<file path="config.mk">
export PLATFORM = sky130hd
export DESIGN_NAME = mem_access_stage
export DESIGN_NICKNAME = d
export VERILOG_FILES = /design/src/rtl/mem_access_stage.sv
export SDC_FILE = /design/constraint.sdc
export NUM_CORES = 1
export LEC_CHECK = 0
export BUFFER_PORTS_ARGS = -buffer_cell sky130_fd_sc_hd__buf_2
export CORE_UTILIZATION = 46
export DETAILED_ROUTE_END_ITERATION = 10
export MAX_ROUTING_LAYER = met4
export PLACE_DENSITY = 0.77
export SYNTH_ARGS = -nofsm -noshare
export SYNTH_HDL_FRONTEND = slang
export SYNTH_SLANG_ARGS = --single-unit
export TNS_END_PERCENT = 5
</file>
<file path="constraint.sdc">
create_clock -name clk_i -period 3.7 [get_ports clk_i]
set_clock_uncertainty 0.2 [all_clocks]
set_input_delay 0 -clock clk_i [delete_from_list [all_inputs] [get_ports clk_i]]
set_output_delay 0 -clock clk_i [all_outputs]
set_load 0.01 [all_outputs]
</file>
<file path="src/rtl/mem_access_stage.sv">
// MEM stage: takes one EX/MEM op per handshake, runs at most one data-memory
// transaction (req/gnt/rvalid) and hands the formatted result to MEM/WB.
`timescale 1ns/1ps
module mem_access_stage #(
  parameter int unsigned TimeoutCycles    = 256,
  parameter bit          ClearDataOnReset = 1'b1
) (
  input  logic        clk_i,
  input  logic        reset_i,
  input  logic        pipeline_flush,
  input  logic        valid_i,
  output logic        ready_o,
  input  logic [31:0] alu_result_i,
  input  logic [31:0] store_data_i,
  input  logic [3:0]  rd_i,
  input  logic        RegWrite_i,
  input  logic        MemRead_i,
  input  logic        MemWrite_i,
  input  logic [2:0]  funct3_i,
  output logic        dmem_req_o,
  output logic        dmem_we_o,
  output logic [31:0] dmem_addr_o,
  output logic [3:0]  dmem_be_o,
  output logic [31:0] dmem_wdata_o,
  input  logic        dmem_gnt_i,
  input  logic        dmem_rvalid_i,
  input  logic [31:0] dmem_rdata_i,
  output logic [31:0] mem_data_o,
  output logic [31:0] mem_address_o,
  output logic [3:0]  rd_o,
  output logic        RegWrite_o,
  output logic        valid_o,
  input  logic        ready_i,
  output logic        misalign_o,
  output logic        bus_err_o
);

  localparam int unsigned CntW = (TimeoutCycles > 1) ? $clog2(TimeoutCycles) : 1;
  localparam logic [CntW-1:0] CntMax = CntW'(TimeoutCycles - 1);

  typedef enum logic [1:0] {StIdle, StReq, StWait, StDone} state_e;

  typedef struct packed {
    logic [31:0] addr;
    logic [31:0] wdata;
    logic [31:0] mdata;
    logic [3:0]  rd;
    logic        regwrite;
    logic [2:0]  funct3;
    logic        we;
  } data_t;

  state_e          state_q, state_d;
  data_t           data_q, data_d;
  logic [3:0]      be_q, be_d;
  logic [CntW-1:0] cnt_q, cnt_d;
  logic            kill_q, kill_d;
  logic            misalign_q, misalign_d;

  logic        accept, killed, timeout_hit, mem_op, misaligned_in;
  logic [3:0]  be_in;
  logic [31:0] wdata_in;

  // funct3[1:0]: 00 byte, 01 half, anything else treated as word; funct3[2] = unsigned.
  function automatic logic [31:0] fmt_load(logic [31:0] w, logic [1:0] a, logic [2:0] f3);
    logic [7:0]  b;
    logic [15:0] h;
    b = 8'(w >> {a, 3'b000});
    h = a[1] ? w[31:16] : w[15:0];
    case (f3[1:0])
      2'b00:   return {{24{b[7] & ~f3[2]}}, b};
      2'b01:   return {{16{h[15] & ~f3[2]}}, h};
      default: return w;
    endcase
  endfunction

  always_comb begin
    mem_op        = MemRead_i | MemWrite_i;
    misaligned_in = mem_op & (((funct3_i[1:0] == 2'b01) & alu_result_i[0]) |
                              (funct3_i[1] & (|alu_result_i[1:0])));
    case (funct3_i[1:0])
      2'b00: begin
        be_in    = 4'b0001 << alu_result_i[1:0];
        wdata_in = {4{store_data_i[7:0]}};
      end
      2'b01: begin
        be_in    = 4'b0011 << alu_result_i[1:0];
        wdata_in = {2{store_data_i[15:0]}};
      end
      default: begin
        be_in    = 4'b1111;
        wdata_in = store_data_i;
      end
    endcase
  end

  assign ready_o = ~reset_i & ((state_q == StIdle) | ((state_q == StDone) & ready_i));
  // A flush in IDLE/DONE swallows any op offered in the same cycle.
  assign accept  = valid_i & ready_o & ~pipeline_flush;
  assign killed  = kill_q | pipeline_flush;
  // A grant (or read data) arriving in the expiry cycle takes priority over the abort.
  assign timeout_hit = (TimeoutCycles != 0) && (cnt_q == CntMax) &&
                       (((state_q == StReq) && !dmem_gnt_i) ||
                        ((state_q == StWait) && !dmem_rvalid_i));

  always_comb begin
    state_d    = state_q;
    data_d     = data_q;
    be_d       = be_q;
    cnt_d      = cnt_q;
    kill_d     = kill_q;
    misalign_d = 1'b0;

    case (state_q)
      StReq: begin
        cnt_d  = cnt_q + 1'b1;
        kill_d = killed;
        if (dmem_gnt_i) begin
          if (data_q.we) begin
            state_d = killed ? StIdle : StDone;
            kill_d  = 1'b0;
          end else begin
            state_d = StWait;
          end
        end else if (timeout_hit) begin
          data_d.regwrite = 1'b0;
          state_d         = killed ? StIdle : StDone;
          kill_d          = 1'b0;
        end
      end
      StWait: begin
        cnt_d  = cnt_q + 1'b1;
        kill_d = killed;
        if (dmem_rvalid_i) begin
          data_d.mdata = fmt_load(dmem_rdata_i, data_q.addr[1:0], data_q.funct3);
          state_d      = killed ? StIdle : StDone;
          kill_d       = 1'b0;
        end else if (timeout_hit) begin
          data_d.regwrite = 1'b0;
          state_d         = killed ? StIdle : StDone;
          kill_d          = 1'b0;
        end
      end
      StDone: begin
        if (pipeline_flush || (ready_i && !valid_i)) state_d = StIdle;
      end
      default: ;
    endcase

    if (accept) begin
      data_d.addr     = alu_result_i;
      data_d.wdata    = wdata_in;
      data_d.mdata    = MemWrite_i ? store_data_i : alu_result_i;
      data_d.rd       = rd_i;
      data_d.regwrite = RegWrite_i & ~MemWrite_i & ~misaligned_in;
      data_d.funct3   = funct3_i;
      data_d.we       = MemWrite_i;
      be_d            = be_in;
      cnt_d           = '0;
      kill_d          = 1'b0;
      if (!mem_op) begin
        state_d = StDone;
      end else if (misaligned_in) begin
        state_d    = StDone;
        misalign_d = 1'b1;
      end else begin
        state_d = StReq;
      end
    end
  end

  always_ff @(posedge clk_i or posedge reset_i) begin
    if (reset_i) begin
      state_q    <= StIdle;
      be_q       <= '0;
      cnt_q      <= '0;
      kill_q     <= 1'b0;
      misalign_q <= 1'b0;
    end else begin
      state_q    <= state_d;
      be_q       <= be_d;
      cnt_q      <= cnt_d;
      kill_q     <= kill_d;
      misalign_q <= misalign_d;
    end
  end

  if (ClearDataOnReset) begin : g_data_clr
    always_ff @(posedge clk_i or posedge reset_i) begin
      if (reset_i) data_q <= '0;
      else         data_q <= data_d;
    end
  end else begin : g_data_keep
    always_ff @(posedge clk_i) begin
      data_q <= data_d;
    end
  end

  assign dmem_req_o    = (state_q == StReq);
  assign dmem_we_o     = dmem_req_o & data_q.we;
  assign dmem_be_o     = dmem_req_o ? be_q : 4'b0000;
  assign dmem_addr_o   = {data_q.addr[31:2], 2'b00};
  assign dmem_wdata_o  = data_q.wdata;
  assign mem_data_o    = data_q.mdata;
  assign mem_address_o = data_q.addr;
  assign rd_o          = data_q.rd;
  assign RegWrite_o    = data_q.regwrite;
  assign valid_o       = (state_q == StDone) & ~pipeline_flush;
  assign misalign_o    = misalign_q;
  assign bus_err_o     = timeout_hit;

endmodule

</file>
After elaboration in Yosys (flattened, before gate mapping)
Index checks and enable logic that the tools add are counted.

word-level totals
  bits in registers = 121
  bits in latches = 0
  bits in writable memories = 0
  memory bits (read-only) = 0
  input port bits = 113
  output and inout bits = 143
  logic and storage cells = 103
  memories kept = 0

cells by class
  add/subtract/negate cells = 1
  multipliers = 0
  div/mod/pow operators = 0
  $lt $le $gt $ge = 0
  equal/unequal tests = 9
  shift operators = 3
  muxes and demuxes = 34
  bitwise logic cells = 22
  reduce and logical (&&, ||, !) cells = 22

operator list
  cell                   count
  $pmux W32 S2           2
  $mux W32               3
  $mux W41               1
  $shr A32 B5 Y8         1
  $mux W2                9
  $mux W16               1
  $mux W8                2
  $and A1 B1 Y1          13
  $mux W1                11
  $add A8 B1 Y8 const B  1
  $eq A8 B8 Y1 const B   1
  $pmux W4 S2            1
  $eq A2 B1 Y1 const B   3
  $logic_not A2 Y1       3
  $ne A3 B2 Y1 const B   2
  $pmux W2 S3            1
  $reduce_bool A2 Y1     3
  $not A1 Y1             5
  $eq A2 B2 Y1 const B   2
  $logic_and A1 B1 Y1    4
  $mux W4                1
  $or A1 B1 Y1           4
  $pmux W1 S2            2
  $reduce_and A2 Y1      2
  9 further kinds        13

Depth between registers and ports, before layout
Gate-level depths: netlist (run 1).

  depth after elaboration = 8
  gate-level depth with buffers = 9
  mapped depth without buffers = 8

Least setup slack after synthesis (run 1)
OpenSTA, ideal clock, no wires.

  path kind = register to register
  start = register state_q[0]
  end = register data_q, in the netlist mem_data_o[17]
  setup time = 0.120 ns
  data arrival time = 1.818 ns
  required time = 3.380 ns
  setup slack = 1.563 ns
  cell stages (with the launch flop) = 9
  path buffers = 2
  clock period less this slack = 2.137 ns
  cell sequence = dfrtp_1 ha_1 a21oi_2 or4b_4 buf_6 buf_6 nand3_1 o21ai_0 o22a_2

between the ends
  longest elaborated chain between the ends = 8
  elaborated cells on any way between the ends = 12
  those cells by class = eq/ne (2); mux (1); bitwise (5); reduce/logical (4)

RTL lines
  what                                 RTL line  RTL
  start: declaration                   53        state_e state_q, state_d;
  start signal: assignment             174       state_q <= StIdle;
  start signal: assignment             180       state_q <= state_d;
  $eq A2 B2 Y1                         97        assign ready_o = ~reset_i & ((state_q == StIdle) | ((state_q == StDone) & ready_i));
  $and A1 B1 Y1                        97
  $or A1 B1 Y1                         97
  $and A1 B1 Y1                        97
  $and A1 B1 Y1 (2 in a row)           99        assign accept = valid_i & ready_o & ~pipeline_flush;
  $reduce_bool A2 Y1 (no source line)  n/a
  $reduce_and A2 Y1 (no source line)   n/a
  end signal: assignment               191       else data_q <= data_d;
  end: declaration                     54        data_t data_q, data_d;

Parallel ways exist; a longest one is shown, timed or not.
A chain may end at the register's enable or synchronous reset.

Worst setup path in the final report (run 1)
  start = register state_q[0]
  end = register data_q, in the netlist mem_data_o[25]

The elaborated chain is that of the path after synthesis.

==> results of run 1 <==
power by group through the flow:
stage	sequential (mW)	combinational [mW]	clock [mW]
final	2.45	3.08	1.72
after global routing	2.53	3.37	1.80
after global placement	2.44	2.85	0
after CTS	2.44	3.04	1.73
after floorplan	2.31	2.79	0
after detailed placement	2.44	2.90	0
cell usage in the layout (no fill, tap or decap), types with 13 or more instances in the layout:
master | netlist | final
a211oi_1 | 24 | 24
a21oi_1 | 33 | 33
buf_2 | 16 | 253
clkbuf_16 | 0 | 17
dfrtp_1 | 121 | 121
dlygate4sd3_1 | 0 | 121
inv_1 | 14 | 13
mux2i_1 | 59 | 59
nand2_1 | 175 | 175
nand3_1 | 18 | 18
nor2_1 | 30 | 30
nor2b_1 | 14 | 14
o21ai_0 | 49 | 49
timing repair:
action,CTS,global route
endpoints found under the setup margin,0,0
endpoints found under the hold margin,194,0
hold buffers,121,0
stage by stage:
step	total power, mW	hold slack [ps]	instances	worst slack [ps]	instance area, sq um
6_report	7.25	36.2	1281	360	9570
5_1_grt	7.71	61.8	1279	81.5	9570
4_1_cts	7.21	17.4	1279	359	9570
3_5_place_dp	5.34	-0.596	1127	378	7750
3_3_place_gp	5.28	-11.3	1127	495	7750
2_1_floorplan	5.10	-152	836	286	7390
worst paths after layout:
kind,startpoint,endpoint,slack (ps),depth (start not counted)
setup / recovery,state_q[0],mem_data_o[25],360,5
hold / removal,MemWrite_i,data_q[0],40,3
setup reg to reg,state_q[0],mem_data_o[25],360,5
hold reg to reg,rd_o[3],rd_o[3],260,2
max in group asynchronous,reset_i,dmem_wdata_o[9],2380,4
min in group asynchronous,reset_i,cnt_q[6],120,3
kinds of logic after synthesis:
| group | count (synthesis) |
|---|---|
| simple gates | 282 |
| fa+ha+maj | 5 |
| buf+inv | 196 |
| compound gates | 163 |
| xor+xnor | 5 |
| other cells | 1 |
| flops | 121 |
| mux | 62 |
sequential cells by signal, summed over array words and instances, names as in the netlist, 2 cells and up:
| name | flops |
|---|---|
| cnt_q | 8 |
| mem_address_o | 32 |
| state_q | 2 |
| be_q | 4 |
| data_q | 4 |
| dmem_wdata_o | 32 |
| mem_data_o | 32 |
| rd_o | 4 |
layer usage:
layer / global-route usage (%) / vias up
li1: - / 3173
met1: 38.5 / 3182
met2: 45.2 / 352
met3: 6.86 / 70
met4: 12.7 / 0
met5: - / -
worst max-delay path: stages, from the launching register on:
cell,delay [ps]
dfrtp_1,430
ha_1,280
a21oi_2,260
or4b_4,850
nand2_1,710
o22a_2,450
layout make-up:
type                       count  area, sq um
tap                          211          264
timing repair buffer         383         2540
clock buffer                  24          492
clock inverter                 7          115
antenna                        2         5.00
fill                        1317         5850
multi-input combinational    519         3070
inverter                      14         57.6
sequential                   121         3030
==> run summary, run 1 <==
Status: finished clean
Worst EP required: 3800 ps
Worst-Skew Late Latency: 420 ps
Fin Setup TNS: 0 ps
Rows: 45
CP startpoint kind: flop
GR Overflow Total: 0
Syn-to-layout area delta: 29.5%
M1 WL: 10.3 mm
Die area: 16,600 sq um
Worst IR Drop VDD: 413 uV
Netlist cell types: 53
Crit path arrival time: 3440 ps
Synth Instances: 835
Vias per Instance: 5.29
Layout cells sized above 1: 29.2%
Core ar.: 15,400 sq um
Most frequent cells after synthesis: nand2_1, buf_4, dfrtp_1
Total clock sinks: 121
Post-synth EDFFs: 0
CP Capture Type: flop
Fin nets: 1,174
Max layer used: met4
Register area share after synthesis: 41.0%
Clock Path Buffers: 2
WL/cell: 18.6 microns
Post-CTS Setup Bufs: 0
Simple-Gate Fraction of Synth Area: 17.0%
CTS root buffer: clkbuf_16
Vias: 6,777
Vias in the first global route: 6,580
Fmax: 299 MHz
Final core utilization: 62.1%
Starting Density: 47.9%
Sw Share: 38.7%
Top-count cell post-synth: nand2_1
Die width: 129 microns
Post-cts sizing count: 0
Slew @ Worst Pin: 1050 ps
Largest net degree at the start of global routing: 108
Largest family of logic cells by synthesized area: buffers and inverters
Hold Crit Class: primary input to flop
Cell type with the largest total area after synthesis: dfrtp_1
Initial antenna violation count: 0
DR iter-0 viols: 512
RSZ-0062 raised after global routing: false
Synthesized area: 7390 sq um
Routed met2 length: 10.9 mm
Compound-Gate Fraction of Synth Area: 14.4%
Synthesized area per cell: 8.85 sq um
Post-route ant nets: 0
Max Slew Vio Count: 0
Yosys reg bits: 121
Total CTS buffers: 17
P_int: 4.44 mW
Slew HR: 29.9%
Synth area leaders: dfrtp_1, buf_4, nand2_1
Clock share of power: 23.7%
Ports: 256
Clock period minus worst slack: 3340 ps
Max-cap viol count: 0
Routability Congestion: 0.877
Synth top area share: 41.0%
Sequential Power Share: 33.8%
WL final: 23.8 mm
H-tree level count: 4
Drt first pass iters: 7
CP Max Fanout: 107
Met3 routed WL: 1.70 mm
Ys flop type: dfrtp_1
Global Route Usage Sum: 29.9%
Final Hold Vio Count: 0
Mux share of post-synthesis cell area: 8.50%
Total power divided by cell area: 757 nW/um^2
Die Ht: 129 microns
HPWL after DPL: 15.8 mm
Logic pwr share: 42.4%
XOR/XNOR Fraction of Synth Area: 0.593%
Final worst-path cycle share: 90.3%
First-pass GRT wire length: 35.9 mm
CTS tree: built
Worst-path clk slew: 60 ps
DR DRC count: 0
Port Buf Inserts: 253
Post-synthesis async set-or-reset flop share: 100%
Critical path type: flop to flop
NetSw: 2.81 mW
Yosys warns: 0
Leakage power: 4.82 nW
Final setup viols: 0
Adder-cell share of the synthesized area: 0.846%
Power figures use the tool's default switching activity.
==> run 2: changes to the inputs <==
--- a/config.mk
+++ b/config.mk
@@ -6,11 +6,11 @@
 export NUM_CORES = 1
 export LEC_CHECK = 0
 export BUFFER_PORTS_ARGS = -buffer_cell sky130_fd_sc_hd__buf_2
-export CORE_UTILIZATION = 46
+export CORE_UTILIZATION = 51
 export DETAILED_ROUTE_END_ITERATION = 10
 export MAX_ROUTING_LAYER = met4
-export PLACE_DENSITY = 0.77
+export PLACE_DENSITY = 0.81
 export SYNTH_ARGS = -nofsm -noshare
 export SYNTH_HDL_FRONTEND = slang
 export SYNTH_SLANG_ARGS = --single-unit
-export TNS_END_PERCENT = 5
+export TNS_END_PERCENT = 100
==> constraint.sdc (replaced) <==
create_clock -name clk_i -period 3.33 [get_ports clk_i]
set_clock_uncertainty 0.2 [all_clocks]
set_input_delay 0 -clock clk_i [delete_from_list [all_inputs] [get_ports clk_i]]
set_output_delay 0 -clock clk_i [all_outputs]
set_load 0.01 [all_outputs]
==> run 2 against run 1 <==
Net effect: global-route usage up 4.4 points; sequential cell count unchanged; sequential share of layout area down 0.34 points; design area increased by 1.1%.
==> run summary, run 2 (synthesized netlist as in run 1, its figures left out) <==
Crit Reg-Reg Endpoint: RegWrite_o
Max Slew Vio Count: 0 (unchanged)
Largest net degree at the start of global routing: 96 (-11%)
RSZ-0062 raised after global routing: false
Vias: 7,099 (+4.8%)
Post-cts sizing count: 0 (unchanged)
Worst-path clk slew: 60 ps (about the same)
Fin nets: 1,188 (+1.2%)
HPWL after DPL: 16.0 mm (+0.98%)
Cell repeated most along the worst path: dlygate4sd3_1
DR DRC count: 0 (unchanged)
Layout cells sized above 1: 29.2% (-0.035 points)
ANT cells: 0 (-2)
Post-route ant nets: 0 (unchanged)
Critical path type: flop to flop
GR Overflow Total: 0 (unchanged)
Rows: 43 (-4.4%)
Drt first pass iters: 5 (-2)
Die Ht: 122 microns (-5.0%)
Final core utilization: 69.2% (+7.1 points)
WL/cell: 19.6 microns (+5.7%)
Status: finished clean
WL final: 24.8 mm (+4.2%)
Hold Crit Class: primary input to asynchronous set/reset pin
CP Max Fanout: 6 (-94%)
P_int: 4.85 mW (+9.2%)
Initial antenna violation count: 0 (unchanged)
Fin Setup TNS: 0 ps (unchanged)
Vias per Instance: 5.62 (+6.2%)
Worst r2r src: state_q[0]
CP Buf/Inv Count: 2 (+2)
Final setup viols: 0 (unchanged)
CTS root buffer: clkbuf_16
Critical-path cell list: ha_1 > a21oi_2 > nor4b_4 > nand4b_1 > dlygate4sd3_1 > o21ai_0 > dlygate4sd3_1
Ports: 256 (unchanged)
Sequential Power Share: 34.0% (+0.2 points)
Area post-placement: 7750 sq um (about the same)
H-tree level count: 4 (unchanged)
Fmax: 327 MHz (+9.3%)
Syn-to-layout area delta: 30.9%
Crit path arrival time: 3210 ps (-230 ps)
Core ar.: 14,000 sq um (-9.3%)
Total clock sinks: 121 (unchanged)
Max-cap viol count: 0 (unchanged)
Die area: 15,000 sq um (-9.7%)
Total power divided by cell area: 835 nW/um^2 (+10%)
Worst-Skew Late Latency: 420 ps (about the same)
Clock period minus worst slack: 3060 ps (-285 ps)
Slew HR: 44.4% (+14 points)
Reg2Reg Depth: 7 (+2)
Worst path top cell family by delay: buffers and inverters
Worst EP required: 3490 ps (-310 ps)
CP Capture Type: flop
Clock share of power: 22.6% (-1.1 points)
CTS tree: built
R2r setup slk: 270 ps (-90 ps)
Finished Cell Area: 9680 sq um (+1.1%)
DR iter-0 viols: 747 (+46%)
Slew @ Worst Pin: 834 ps (-217 ps)
Sw Share: 40.0% (+1.2 points)
CP startpoint kind: flop
Leakage power: 4.86 nW (+0.84%)
Logic pwr share: 43.4% (+1.0 points)
Port Buf Inserts: 253 (unchanged)
CP max stage delay: 600 ps (-250 ps)
Routability Congestion: 0.961 (+9.5%)
Slowest CP cell: dlygate4sd3_1
Starting Density: 52.8% (+4.9 points)
Commonest non-fill, non-tap cell in the layout: buf_2
Global Route Usage Sum: 34.4% (+4.4 points)
Clock Path Buffers: 2 (unchanged)
First-pass GRT wire length: 37.0 mm (+3.0%)
Most frequent cells in the layout: buf_2, nand2_1, dlygate4sd3_1
Worst IR Drop VDD: 462 uV (+12%)
Total CTS buffers: 17 (unchanged)
Vias in the first global route: 6,916 (+5.1%)
NetSw: 3.23 mW (+15%)
Final worst-path cycle share: 91.8% (+1.5 points)
Final Hold Vio Count: 0 (unchanged)
Die width: 122 microns (-5.0%)
==> run 2: cell types whose count changed in the layout (fill, tap and decap cells not counted), moves of 2 or more <==
cell           before  now
buf_12              0    3
diode_2             2    0
buf_4               9    7
dlygate4sd3_1     121  134
clkinvlp_4          2    7
clkbuf_8            4    2
clkbuf_1            3    1
clkinv_2            2    4
==> run 2: per-layer routing <==
| layer | vias to the layer above | track usage [%] | part of all wire, % |
|---|---|---|---|
| met1 | 3363 | 41.6 | 40 |
| met3 | 111 | 7.02 | 8.0 |
| met2 | 441 | 52.7 | 47 |
| li1 | 3184 | - | - |
| met4 | 0 | 20.9 | 5.4 |
| met5 | - | - | 0 |
==> run 2: area by class of cell <==
type | count | area, sq um
well taps | 180 | 225
clock buffers | 20 | 457
inverters | 14 | 56.3
repair buffers | 397 | 2720
multi-input cells | 519 | 3070
flip-flops and latches | 121 | 3030
clock inverters | 12 | 125
fillers | 1071 | 4310
==> run 2: per-stage QoR <==
step,instances,total power [mW],worst slack [ps],hold WS (ps)
floorplan,836,5.66,1190,-152
global placement,1097,5.90,940,-29.4
detailed placement,1097,5.99,827,-21.3
CTS,1263,7.99,304,84.0
global route,1263,8.56,105,130
finish,1263,8.08,274,91.7
==> run 2: what timing repair did <==
item                      4_1_cts  5_1_grt
hold endpoints to repair      138        0
hold buffers                  134        0
buffers inserted                0        0
==> run 2: how the worst max path moves through the flow <==
stage	end	slack [ps]	cells after the start	from
3_5_place_dp	mem_data_o[15]	830	6	state_q[0]
5_1_grt	mem_data_o[8]	100	7	state_q[0]
2_1_floorplan	mem_data_o[17]	1190	8	state_q[0]
6_report	RegWrite_o	270	7	state_q[0]
3_3_place_gp	mem_data_o[16]	940	6	state_q[1]
4_1_cts	RegWrite_o	300	7	state_q[0]
==> run 2: power by group through the flow <==
stage / clock network (mW) / registers (mW) / logic [mW]
after floorplan: 0 / 2.56 / 3.10
after global placement: 0 / 2.71 / 3.19
after detailed placement: 0 / 2.71 / 3.28
after CTS: 1.82 / 2.72 / 3.45
after global routing: 1.91 / 2.82 / 3.83
final: 1.82 / 2.75 / 3.51
==> run 2: worst reg2reg max path, delay by kind of cell (launching register included) <==
| family | cells | cell delay, ps |
|---|---|---|
| fa+ha+maj | 1 | 290 |
| compound gates | 2 | 190 |
| buf+inv | 2 | 1160 |
| flops | 1 | 430 |
| simple gates | 2 | 730 |
